==> src/rtl/imm_extender_seq_pkg.sv <==
// -----------------------------------------------------------------------------
// imm_extender_seq_pkg
// Shared definitions for the registered immediate extender:
//   - mode_e      : operation encodings carried on MODE
//   - pfx_state_e : prefix-chain occupancy (EMPTY / PARTIAL / FULL)
//   - max_pfx()   : number of prefix chunks that fit ahead of the last field
//   - cnt_w()     : width of the prefix-chunk counter
// -----------------------------------------------------------------------------
package imm_extender_seq_pkg;

    typedef enum logic [1:0] {
        MODE_ZE  = 2'b00,
        MODE_SE  = 2'b01,
        MODE_HI  = 2'b10,
        MODE_PFX = 2'b11
    } mode_e;

    typedef enum logic [1:0] {
        EMPTY   = 2'd0,
        PARTIAL = 2'd1,
        FULL    = 2'd2
    } pfx_state_e;

    // The final (non-prefix) field always occupies one chunk, so the
    // chain can hold one chunk fewer than the output has room for.
    function automatic int max_pfx(input int in_w, input int out_w);
        return out_w / in_w - 1;
    endfunction

    function automatic int cnt_w(input int in_w, input int out_w);
        return $clog2(max_pfx(in_w, out_w) + 1);
    endfunction

endpackage

==> src/rtl/imm_extender_seq_if.sv <==
// -----------------------------------------------------------------------------
// imm_extender_seq_if
// Bundles the pipeline-facing signals of the immediate extender.
//   master : decode stage side (drives STALL/FLUSH/IN_VALID/MODE/INPUT)
//   slave  : the extender (drives OUTPUT/OUT_VALID/PFX_CNT/PFX_OVF/PFX_DROP)
// Parameters IN_W / OUT_W must match those of the attached extender.
// -----------------------------------------------------------------------------
interface imm_extender_seq_if
    import imm_extender_seq_pkg::*;
#(
    parameter int IN_W  = 8,
    parameter int OUT_W = 16
) ();

    localparam int CNT_W = cnt_w(IN_W, OUT_W);

    logic             STALL;
    logic             FLUSH;
    logic             IN_VALID;
    logic [1:0]       MODE;
    logic [IN_W-1:0]  INPUT;
    logic [OUT_W-1:0] OUTPUT;
    logic             OUT_VALID;
    logic [CNT_W-1:0] PFX_CNT;
    logic             PFX_OVF;
    logic             PFX_DROP;

    modport master (
        output STALL, FLUSH, IN_VALID, MODE, INPUT,
        input  OUTPUT, OUT_VALID, PFX_CNT, PFX_OVF, PFX_DROP
    );

    modport slave (
        input  STALL, FLUSH, IN_VALID, MODE, INPUT,
        output OUTPUT, OUT_VALID, PFX_CNT, PFX_OVF, PFX_DROP
    );

endinterface

==> src/rtl/imm_extender_seq_ext_core.sv <==
// -----------------------------------------------------------------------------
// imm_extender_seq_ext_core
// Combinational extension of a chained immediate.
//   v_i      : concatenated value {prefix chunks, field}, right-aligned
//   n_i      : number of prefix chunks in v_i (valid width is (n_i+1)*IN_W)
//   mode_i   : ZE / SE / HI (PFX treated as ZE; its result is never used)
//   result_o : OUT_W extended result
// -----------------------------------------------------------------------------
module imm_extender_seq_ext_core
    import imm_extender_seq_pkg::*;
#(
    parameter int IN_W  = 8,
    parameter int OUT_W = 16,
    parameter int CNT_W = 1
) (
    input  logic [OUT_W-1:0] v_i,
    input  logic [CNT_W-1:0] n_i,
    input  mode_e            mode_i,
    output logic [OUT_W-1:0] result_o
);

    localparam int NCH = OUT_W / IN_W;

    logic [OUT_W-1:0] mask;
    logic [NCH-1:0]   chunk_msb;
    logic             sign;

    // Chunk gi is part of the value when it lies at or below chunk n_i;
    // the msb of chunk n_i is the sign bit of the whole chained value.
    generate
        for (genvar gi = 0; gi < NCH; gi++) begin : g_chunk
            assign mask[gi*IN_W +: IN_W] = (int'(n_i) >= gi) ? {IN_W{1'b1}} : {IN_W{1'b0}};
            assign chunk_msb[gi]         = v_i[gi*IN_W + IN_W - 1];
        end
    endgenerate

    always_comb begin
        sign = 1'b0;
        for (int k = 0; k < NCH; k++) begin
            if (int'(n_i) == k) begin
                sign = chunk_msb[k];
            end
        end
    end

    always_comb begin
        result_o = v_i & mask;
        unique case (mode_i)
            MODE_SE: result_o = (v_i & mask) | (sign ? ~mask : {OUT_W{1'b0}});
            MODE_HI: result_o = {v_i[IN_W-1:0], {(OUT_W-IN_W){1'b0}}};
            default: result_o = v_i & mask;
        endcase
    end

endmodule

==> src/rtl/imm_extender_seq.sv <==
// -----------------------------------------------------------------------------
// imm_extender_seq
// Registered immediate extender sitting between decode and the ALU B-mux.
// Supports zero-extend, sign-extend, high-place and prefix chaining, where
// successive PREFIX ops shift narrow chunks into an accumulator that the
// next ZE/SE op consumes as the upper part of a wider constant.
//   CLK, RESET : clock and synchronous active-high reset
//   bus        : slave side of imm_extender_seq_if (stall/flush, op in,
//                registered result, prefix count and event pulses out)
// Results appear one edge after an op is accepted (IN_VALID & ~STALL).
// OUT_W must be a multiple of IN_W and larger than IN_W.
// -----------------------------------------------------------------------------
module imm_extender_seq
    import imm_extender_seq_pkg::*;
#(
    parameter int IN_W  = 8,
    parameter int OUT_W = 16
) (
    input logic                CLK,
    input logic                RESET,
    imm_extender_seq_if.slave  bus
);

    localparam int MAX_PFX = max_pfx(IN_W, OUT_W);
    localparam int ACC_W   = MAX_PFX * IN_W;
    localparam int CNT_W   = cnt_w(IN_W, OUT_W);

    logic [ACC_W-1:0] acc_q, acc_d, acc_eff;
    logic [CNT_W-1:0] cnt_q, cnt_d, cnt_eff;
    pfx_state_e       state_q, state_d, state_eff;
    logic [OUT_W-1:0] out_q, out_d, core_res;
    logic             valid_q, valid_d;
    logic             ovf_q, ovf_d;
    logic             drop_q, drop_d;

    mode_e            mode;
    logic             accept;

    assign mode   = mode_e'(bus.MODE);
    assign accept = bus.IN_VALID & ~bus.STALL;

    // FLUSH wipes the chain before anything else looks at it, so an op in
    // the same cycle sees an empty prefix and a stalled flush still clears.
    assign acc_eff   = bus.FLUSH ? {ACC_W{1'b0}} : acc_q;
    assign cnt_eff   = bus.FLUSH ? {CNT_W{1'b0}} : cnt_q;
    assign state_eff = bus.FLUSH ? EMPTY : state_q;

    // Upper accumulator chunks beyond cnt_eff are always zero, and the core
    // masks them anyway, so the full accumulator can be passed through.
    imm_extender_seq_ext_core #(
        .IN_W  (IN_W),
        .OUT_W (OUT_W),
        .CNT_W (CNT_W)
    ) u_ext_core (
        .v_i      ({acc_eff, bus.INPUT}),
        .n_i      (cnt_eff),
        .mode_i   (mode),
        .result_o (core_res)
    );

    always_comb begin
        acc_d   = acc_eff;
        cnt_d   = cnt_eff;
        out_d   = out_q;
        valid_d = 1'b0;
        ovf_d   = 1'b0;
        drop_d  = 1'b0;

        if (accept) begin
            if (mode == MODE_PFX) begin
                // Shift in at the LSB end; when full the oldest chunk
                // falls off the top and the count stays put.
                acc_d = ACC_W'({acc_eff, bus.INPUT});
                if (state_eff == FULL) begin
                    ovf_d = 1'b1;
                end else begin
                    cnt_d = cnt_eff + CNT_W'(1);
                end
            end else begin
                out_d   = core_res;
                valid_d = 1'b1;
                drop_d  = (mode == MODE_HI) && (cnt_eff != '0);
                acc_d   = {ACC_W{1'b0}};
                cnt_d   = {CNT_W{1'b0}};
            end
        end

        if (cnt_d == '0) begin
            state_d = EMPTY;
        end else if (cnt_d == CNT_W'(MAX_PFX)) begin
            state_d = FULL;
        end else begin
            state_d = PARTIAL;
        end
    end

    always_ff @(posedge CLK) begin
        if (RESET) begin
            acc_q   <= '0;
            cnt_q   <= '0;
            state_q <= EMPTY;
            out_q   <= '0;
            valid_q <= 1'b0;
            ovf_q   <= 1'b0;
            drop_q  <= 1'b0;
        end else begin
            acc_q   <= acc_d;
            cnt_q   <= cnt_d;
            state_q <= state_d;
            out_q   <= out_d;
            valid_q <= valid_d;
            ovf_q   <= ovf_d;
            drop_q  <= drop_d;
        end
    end

    assign bus.OUTPUT    = out_q;
    assign bus.OUT_VALID = valid_q;
    assign bus.PFX_CNT   = cnt_q;
    assign bus.PFX_OVF   = ovf_q;
    assign bus.PFX_DROP  = drop_q;

endmodule

==> src/flat_wrapper.sv <==
// flat-port wrapper written by rule: the top's interface ports become plain ports
module imm_extender_seq_flat import imm_extender_seq_pkg::*;
#(
    parameter int IN_W  = 8,
    parameter int OUT_W = 16
)
  (CLK, RESET, bus_STALL, bus_FLUSH, bus_IN_VALID, bus_MODE, bus_INPUT, bus_OUTPUT, bus_OUT_VALID, bus_PFX_CNT, bus_PFX_OVF, bus_PFX_DROP);
  imm_extender_seq_if #(.IN_W(IN_W), .OUT_W(OUT_W)) bus_i ();
  input logic CLK;
  input logic RESET;
  input wire logic [$bits(bus_i.STALL)-1:0] bus_STALL;
  input wire logic [$bits(bus_i.FLUSH)-1:0] bus_FLUSH;
  input wire logic [$bits(bus_i.IN_VALID)-1:0] bus_IN_VALID;
  input wire logic [$bits(bus_i.MODE)-1:0] bus_MODE;
  input wire logic [$bits(bus_i.INPUT)-1:0] bus_INPUT;
  output wire logic [$bits(bus_i.OUTPUT)-1:0] bus_OUTPUT;
  output wire logic [$bits(bus_i.OUT_VALID)-1:0] bus_OUT_VALID;
  output wire logic [$bits(bus_i.PFX_CNT)-1:0] bus_PFX_CNT;
  output wire logic [$bits(bus_i.PFX_OVF)-1:0] bus_PFX_OVF;
  output wire logic [$bits(bus_i.PFX_DROP)-1:0] bus_PFX_DROP;
  assign bus_i.STALL = bus_STALL;
  assign bus_i.FLUSH = bus_FLUSH;
  assign bus_i.IN_VALID = bus_IN_VALID;
  assign bus_i.MODE = bus_MODE;
  assign bus_i.INPUT = bus_INPUT;
  assign bus_OUTPUT = bus_i.OUTPUT;
  assign bus_OUT_VALID = bus_i.OUT_VALID;
  assign bus_PFX_CNT = bus_i.PFX_CNT;
  assign bus_PFX_OVF = bus_i.PFX_OVF;
  assign bus_PFX_DROP = bus_i.PFX_DROP;
  imm_extender_seq #(.IN_W(IN_W), .OUT_W(OUT_W)) u_core (.CLK(CLK), .RESET(RESET), .bus(bus_i));
endmodule
==> config.mk <==
export PLATFORM = sky130hd
export DESIGN_NAME = imm_extender_seq_flat
export DESIGN_NICKNAME = d
export VERILOG_FILES = /design/src/rtl/imm_extender_seq_pkg.sv /design/src/rtl/imm_extender_seq_if.sv /design/src/rtl/imm_extender_seq_ext_core.sv /design/src/rtl/imm_extender_seq.sv /design/src/flat_wrapper.sv
export SDC_FILE = /design/constraint.sdc
export NUM_CORES = 1
export LEC_CHECK = 0
export ABC_AREA = 0
export CAP_MARGIN = 20
export CORE_MARGIN = 2
export CORE_UTILIZATION = 43
export DETAILED_ROUTE_END_ITERATION = 6
export MAX_ROUTING_LAYER = met4
export PLACE_DENSITY = 0.72
export SLEW_MARGIN = 20
export SYNTH_ARGS = -nofsm -noshare
export SYNTH_HDL_FRONTEND = slang
export SYNTH_HIERARCHICAL = 1
export SYNTH_SLANG_ARGS = --single-unit
==> constraint.sdc <==
create_clock -name CLK -period 2.8 [get_ports CLK]
set_input_delay 0.28 -clock CLK [delete_from_list [all_inputs] [get_ports CLK]]
set_output_delay 0.28 -clock CLK [all_outputs]
set_load 0.01 [all_outputs]
* Word-level counts from Yosys, hierarchy flattened
Index checks and enable logic that the tools add are counted.
** Operators by class
- $add $sub $neg :: 1
- $mul :: 0
- Div/mod/pow operators :: 0
- Magnitude comparators :: 1
- Equal/unequal tests :: 4
- Shifts and indexed selects :: 0
- Muxes and demuxes :: 15
- Bitwise operators :: 7
- Reduce and logical (&&, ||, !) cells :: 5
** Operator list (count)
- $mux 8 :: 4
- $pmux 16 s2 :: 1
- $and 16x16->16 :: 1
- $mux 16 :: 1
- $not 16->16 :: 1
- $or 16x16->16 :: 1
- $mux 1 :: 7
- $eq 2x2->1 const B :: 3
- $reduce_or 3->1 :: 2
- $mux 2 :: 2
- $not 1->1 :: 3
- $eq 2x1->1 const B :: 1
- $reduce_and 2->1 :: 1
- $reduce_or 2->1 :: 1
- $add 1x1->1 const B :: 1
- $and 1x1->1 :: 1
- $ge 1x1->1 const B :: 1
- $logic_and 1x1->1 :: 1
** Word-level totals
- Register bits :: 30
- Bits in latches :: 0
- Bits in writable memories :: 0
- ROM bits :: 0
- Output and inout bits :: 20
- Logic and storage cells :: 40
- Memories :: 0

* Longest topological paths before layout
Gate-level depths: netlist of run 1.
- Depth after elaboration :: 7
- Mapped depth :: 6

* Modules after synthesis
Netlist of run 1, hierarchy kept.
** By module, submodules not included
- imm_extender_seq :: times used 1, cells an instance 75, area an instance 952.2 µm², sequential area each 560.5 µm²
- imm_extender_seq_ext_core :: times used 1, cells an instance 28, area an instance 255.2 µm², sequential area each 0.0 µm²

* Least setup slack after synthesis of run 1
Ideal clock, no wire load.
- Path kind :: input-to-reg
- Start :: input bus_MODE[0]
- End :: register u_core.out_q[10], in the netlist u_core/bus.OUTPUT[10]
- Arrival :: 1.406 ns
- Required time :: 2.683 ns
- Setup slack :: 1.278 ns
- Stages on the path :: 6
- Cells stage by stage :: inv_1 -> ha_1 -> nor2_4 -> nor2_4 -> a221o_1 -> a22o_1
** On the way
- Elaborated cells on any way between the ends :: 6
- Classes of those cells :: eq/ne (3); mux (1); bitwise (1); reduce/logical (1)
** RTL lines
- start, declared :: line flat_wrapper.sv:14 : input wire logic [$bits(bus_i.MODE)-1:0] bus_MODE;
- $eq 2x2->1 / $eq 2x1->1 (equally long branches) :: line imm_extender_seq_ext_core.sv:48 : unique case (mode_i)
- $pmux 16 s2 * :: line imm_extender_seq_ext_core.sv:48
- named net u_core.core_res[10] :: line imm_extender_seq.sv:31 : logic [OUT_W-1:0] out_q, out_d, core_res;
- end signal, assigned :: line imm_extender_seq.sv:110 : out_q <= out_d;
- end, declared :: line imm_extender_seq.sv:31
The timed path passes the listed nets; every way through them passes the cells marked *.
A chain may end at the register's enable or synchronous reset.

* Final worst setup path of run 1
Ends and elaborated chain as after synthesis.

==> flow_metrics.py, run 1 <==
metrics = {
    "outcome": {
        "run_status": "complete, no violations",
    },
    "critical_path": {
        "worstPathMaxFanout": 9,
        "worstReg2RegStart": "u_core/state_q[1]",
        "critical_path_end_type": "flop",
        "worst-setup-path-type": "input pin to flop",
        "worst_path_required_ns": 3.03,
        "setup.worst_path.start_class": "input pin",
        "crit-reg2reg-capture": "u_core/bus.OUTPUT[10]",
        "regToRegSetupSlack_ns": 1.31,
        "rr_worst_depth": 5,
        "cp_data_arrival_time_ns": 2.10,
    },
    "cells_and_area": {
        "syn_to_final_growth_pct": 32.85,
        "drive_gt1_share_pct": 15.83,
        "post-route-cell-area_sq_um": 1604,
        "num_antenna_cells": 0,
        "layout.nets": 157,
        "layoutNonFillerInstCount": 170,
    },
    "sta": {
        "timing.clock.skew_ns": 0.003985,
        "setup_violations": 0,
        "setup_total_negative_slack_ns": 0,
        "max_clock_freq_ghz": 0.5345,
        "timing.max_slew.rel_slack_pct": 50.20,
        "tightestPinTransition_ns": 0.7471,
        "finalMaxSlewViolations": 0,
        "grt_setup_unrepaired": "no",
        "period_share_pct": 66.82,
        "layout_min_cycle_time_ns": 1.871,
        "timing.final.hold_violations": 0,
    },
    "hold_path": {
        "min-delay-start": "u_core/bus.OUTPUT[6]",
        "timing.hold.worst.class": "flop to flop",
        "worstHoldEndpoint": "u_core/bus.OUTPUT[6]",
        "hold_path_depth": 1,
    },
    "floorplanning": {
        "die_w_microns": 56.99,
        "rows": 19,
        "fp.dieArea_sq_um": 3248,
        "core_area_sq_um": 2710,
        "die_h_microns": 56.99,
        "design.portCount": 35,
        "initial_core_util_pct": 44.55,
    },
    "clocking": {
        "post_cts_resize_count": 0,
        "cts_post_setup_buffers_inserted": 0,
        "clock_path_buffers": 2,
        "cts-htree-levels": 1,
        "cts-buffers-inserted": 3,
        "ctsHoldBuffers": 0,
        "clock_sink_count": 28,
        "cts.clk_slew.worst_paths_ns": 0.15,
        "worst_skew_pair.late_latency_ns": 0.32,
        "tritoncts": "built",
        "cts.root.buffer_cell": "clkbuf_4",
    },
    "pwr": {
        "vdd.ir_drop.worst_v": 0.0003451,
        "power.total_uw": 719.4,
        "cellPowerDensity_nw_per_um2": 448.5,
        "total_leakage_power_nw": 0.6225,
    },
    "routing": {
        "drc": 0,
        "routed_wire_length_per_instance_microns": 15.20,
        "num_vias": 911,
        "routed_via_density": 5.359,
        "postRouteWirelength_microns": 2584,
        "antenna_left": 0,
        "detailedRoute.firstPassIterationCount": 4,
        "detailed_route_iter0_violations": 24,
    },
    "placed_design": {
        "io_buffer_count": 34,
        "dpl.hpwl_microns": 1893,
        "post-place-cells": 166,
        "globalplace.congestion": 0.7072,
        "dpl-instance-area_sq_um": 1568,
    },
    "yosys": {
        "synth.cell_area_sq_um": 1207,
        "synthesis.area_per_instance_sq_um": 11.72,
        "seq_area_frac_synth_pct": 46.42,
        "ys_seq_elements": 28,
        "number_of_enable_type_register_cells_in_the_synthesized_netlist": 0,
        "netlist-cell-type-count": 24,
        "synth_async_sr_flop_share_pct": 0,
        "synth_fp_nets": 120,
        "ys_warn_count": 6,
        "synth_cells": 103,
        "synth_ff_type": "dfxtp_1",
    },
    "global_route": {
        "first_global_vias": 983,
        "grt_util_all_layers_pct": 17.84,
        "grt_max_degree": 19,
        "grt_pass1_wl_microns": 4436,
        "grt_overflow_total": 0,
        "antenna_found_initial": 0,
    },
    "flow_run": {
        "max_cap_viol_count": 0,
    },
}
-- layout make-up --
| type | instances | area (sq um) |
|---|---|---|
| Multi-Input combinational cell | 69 | 609.3 |
| Tap cell | 31 | 38.79 |
| Sequential cell | 28 | 560.5 |
| Inverter | 3 | 11.26 |
| Fill cell | 242 | 1106 |
| Timing Repair Buffer | 35 | 347.8 |
| Clock buffer | 4 | 36.28 |
-- metrics by stage --
stage / hold slack, ns / util, % / worst slack, ns
after CTS: 0.5026 / 59.19 / 0.9254
after floorplan: 0.3524 / - / 1.278
final: 0.4971 / 59.19 / 0.9289
after global routing: 0.5127 / 59.19 / 0.8411
after global placement: 0.4605 / 57.85 / 0.6066
after detailed placement: 0.4645 / 57.85 / 0.5671
-- per-layer routing --
layer | GRT usage (%) | share of wire (%) | vias to the layer above
met1 | 21.57 | 47 | 430
met4 | 4.983 | 0.39 | 0
met5 | - | 0 | -
met2 | 30.54 | 49 | 20
li1 | - | - | 459
met3 | 3.175 | 3.6 | 2
-- logic make-up after synthesis --
family,after synthesis,share of synthesized area (%)
AND/OR/NAND/NOR,32,22.49
AO/OA/AOI/OAI,34,25.08
flip-flops,28,46.43
buffers and inverters,6,3.108
multiplexers,1,0.8290
adder cells (fa/ha/maj),2,2.072
-- cell usage in the layout, fill, tap and decap left out --
cell	n
clkdlybuf4s50_1	34
dfxtp_1	28
a22o_1	24
nor2b_1	11
and2b_2	8
a221o_1	7
clkbuf_4	3
nor2_4	3
inv_1	3
nor2_1	2
ha_1	2
clkbuf_8	1
or3b_4	1
nand2_1	1
a21oi_2	1
and2_2	1
nor2_8	1
mux2i_1	1
and2_1	1
and4b_1	1
buf_4	1
nand2b_4	1
nor3b_4	1
a21oi_1	1
o2bb2ai_1	1
-- critical path: stages --
cell,delay [ns]
clkdlybuf4s50_1,0.52
inv_1,0.06
ha_1,0.35
nor2_4,0.24
nor2_4,0.09
a221o_1,0.36
a22o_1,0.20
-- state kept, by name (all words and copies together), names as in the netlist --
name                  cells
u_core/bus.OUTPUT        16
u_core/acc_q              8
u_core/bus.OUT_VALID      1
u_core/bus.PFX_DROP       1
u_core/bus.PFX_OVF        1
u_core/state_q            1
-- power breakdown --
part / total, mW / switching, mW / internal (mW) / leakage, nW
Sequential: 0.411 / 0.00374 / 0.407 / 0.227
Clock: 0.196 / 0.116 / 0.0795 / 0.0210
Combinational: 0.112 / 0.0514 / 0.0609 / 0.375
-- worst max path at each step --
stage,start,to,slack [ns],depth (start not counted)
final,bus_MODE[0],u_core/bus.OUTPUT[10],0.93,7
after CTS,bus_MODE[0],u_core/bus.OUTPUT[13],0.93,7
after global routing,bus_MODE[0],u_core/bus.OUTPUT[13],0.84,7
after floorplan,bus_MODE[0],u_core/bus.OUTPUT[10],1.28,6
after global placement,bus_MODE[0],u_core/bus.OUTPUT[13],0.61,7
after detailed placement,bus_MODE[0],u_core/bus.OUTPUT[10],0.57,7
-- cell usage after synthesis, types with 2 or more instances --
cell type,instances,area share [%]
and2b_2,8,5.8
nor2_4,3,2.8
a221o_1,7,5.8
inv_1,3,0.93
a22o_1,24,17
nor2_1,2,0.62
ha_1,2,2.1
nor2b_1,11,5.7
dfxtp_1,28,46
(Power assumes the default switching activity.)
==> inputs of run 2 (changes only) <==
--- a/config.mk
+++ b/config.mk
@@ -8,10 +8,10 @@
 export ABC_AREA = 0
 export CAP_MARGIN = 20
 export CORE_MARGIN = 2
-export CORE_UTILIZATION = 43
+export CORE_UTILIZATION = 41
 export DETAILED_ROUTE_END_ITERATION = 6
 export MAX_ROUTING_LAYER = met4
-export PLACE_DENSITY = 0.72
+export PLACE_DENSITY = 0.71
 export SLEW_MARGIN = 20
 export SYNTH_ARGS = -nofsm -noshare
 export SYNTH_HDL_FRONTEND = slang
==> constraint.sdc (replaced) <==
create_clock -name CLK -period 1.6 [get_ports CLK]
set_input_delay 0.16 -clock CLK [delete_from_list [all_inputs] [get_ports CLK]]
set_output_delay 0.16 -clock CLK [all_outputs]
set_load 0.01 [all_outputs]
==> flow_metrics.py, run 2 (synthesized netlist as in run 1, its figures left out) <==
metrics = {
    "sta": {
        "hold-worst-slack_ns": 0.3732,
        "timing.clock.skew_ns": 0.003335,
        "finalMaxSlewViolations": 0,
        "layout_min_cycle_time_ns": 1.556,
        "timing.max_slew.rel_slack_pct": 70.48,
        "setup_violations": 0,
        "period_share_pct": 97.22,
        "timing.final.hold_violations": 0,
        "max_clock_freq_ghz": 0.6429,
        "tightestPinTransition_ns": 0.4418,
    },
    "flow_run": {
        "max_cap_viol_count": 0,
    },
    "floorplanning": {
        "rows": 19,
        "initial_core_util_pct": 43.41,
        "die_h_microns": 58.27,
        "die_w_microns": 58.27,
        "fp.dieArea_sq_um": 3395,
        "core_area_sq_um": 2781,
        "design.portCount": 35,
    },
    "global_route": {
        "grt_overflow_total": 0,
        "antenna_found_initial": 0,
        "grt_util_all_layers_pct": 18.20,
        "first_global_vias": 1001,
        "grt_max_degree": 17,
        "grt_pass1_wl_microns": 4581,
    },
    "critical_path": {
        "regToRegSetupSlack_ns": 0.11,
        "worst_path_required_ns": 1.83,
        "crit_buf_inv": 3,
        "critical_path_end_type": "flop",
        "critical_path.top_delay_family": "buffers and inverters",
        "worst-setup-path-type": "input pin to flop",
        "critical_path.slowest_cell": "clkdlybuf4s50_1",
        "cp_data_arrival_time_ns": 1.79,
        "max_stage_delay_ns": 0.48,
        "setup.worst_path.start_class": "input pin",
        "worstPathMaxFanout": 4,
        "worstPathCellList": "clkdlybuf4s50_1 > inv_1 > ha_4 > nand2b_4 > nor3b_4 > buf_4 > a221o_1 > a22o_1",
    },
    "routing": {
        "antenna_left": 0,
        "routed_wire_length_per_instance_microns": 15.43,
        "routed_via_density": 5.470,
        "num_vias": 1012,
        "drc": 0,
        "detailedRoute.firstPassIterationCount": 4,
        "postRouteWirelength_microns": 2854,
        "detailed_route_iter0_violations": 15,
    },
    "clocking": {
        "ctsHoldBuffers": 0,
        "clock_sink_count": 28,
        "cts-buffers-inserted": 3,
        "cts.root.buffer_cell": "clkbuf_4",
        "cts-htree-levels": 1,
        "cts.clk_slew.worst_paths_ns": 0.14,
        "clock_path_buffers": 2,
        "tritoncts": "built",
        "worst_skew_pair.late_latency_ns": 0.32,
    },
    "cells_and_area": {
        "fill_cells": 253,
        "largest_register_ff_count": 16,
        "layout.nets": 172,
        "drive_gt1_share_pct": 25.32,
        "layoutNonFillerInstCount": 185,
        "layout.cells.most_common_list": "clkdlybuf4s50_1 (33), dfxtp_1 (28), a22o_1 (24)",
        "final_common_cell": "clkdlybuf4s50_1",
        "num_antenna_cells": 0,
        "fin_util_pct": 63.52,
        "syn_to_final_growth_pct": 46.32,
    },
    "placed_design": {
        "globalplace.congestion": 0.7964,
        "post-place-cells": 179,
        "dpl.hpwl_microns": 2091,
        "io_buffer_count": 34,
    },
    "pwr": {
        "power.total_mw": 1.297,
        "vdd.ir_drop.worst_v": 0.0005864,
        "cellPowerDensity_nw_per_um2": 734.2,
        "total_leakage_power_nw": 0.7164,
    },
    "outcome": {
        "run_status": "complete, no violations",
    },
    "hold_path": {
        "timing.hold.worst.class": "input pin to flop",
    },
}
## run 2: cell count changes in the layout (fill, tap and decap cells not counted), sizes merged
| cell | change |
|---|---|
| buf | +15 |
| clkdlybuf4s50 | -1 |
| dlymetal6s2s | +1 |
## run 2: layer usage
layer	wire length [microns]	track usage, %
met5	0	-
met2	1435	29.53
met3	128	2.679
met4	21	5.980
met1	1269	23.16
## run 2: path summary, 6_finish.rpt
path,startpoint,to,cells past startpoint
worst min register to register,u_core/bus.OUTPUT[7],u_core/bus.OUTPUT[7],1
worst max-delay path,bus_MODE[0],u_core/bus.OUTPUT[9],8
worst max register to register,u_core/state_q[1],u_core/bus.OUTPUT[9],6
worst min-delay path,bus_MODE[1],u_core/bus.PFX_DROP,3
## run 2: layout make-up
| cell class | instances | area (sq um) | share of cell area [%] |
|---|---|---|---|
| Clock buffer | 4 | 36.28 | 2.054 |
| Inverter | 3 | 11.26 | 0.6374 |
| Multi-Input combinational cell | 69 | 631.9 | 35.76 |
| Sequential cell | 28 | 560.5 | 31.73 |
| Tap cell | 31 | 38.79 | 2.195 |
| Timing Repair Buffer | 50 | 488.0 | 27.62 |
## run 2: worst reg2reg max path, cell delays in order (launching register included)
cell and delay, ns:
dfxtp_1 0.36, nor2b_1 0.23, buf_4 0.17, nor3b_4 0.04, buf_4 0.14, a221o_1 0.27, a22o_1 0.19
## run 2: metrics by stage
step	worst slack, ns	area [sq um]	TNS (ns)
after global routing	-0.02074	1767	-0.08510
final	0.04443	1767	0
after CTS	0.02631	1727	0
after floorplan	0.1977	1207	0
after global placement	-0.2970	1690	-4.213
after detailed placement	-0.3271	1690	-4.658
## run 2: repair_timing
item / CTS / global route
setup endpoints to repair: 0 / 7
gates resized for setup: 0 / 4
setup buffers: 0 / 2
## run 2: where the power goes
group	switching, mW	internal [mW]
clock network	0.202	0.139
logic	0.101	0.135
registers	0.00679	0.713
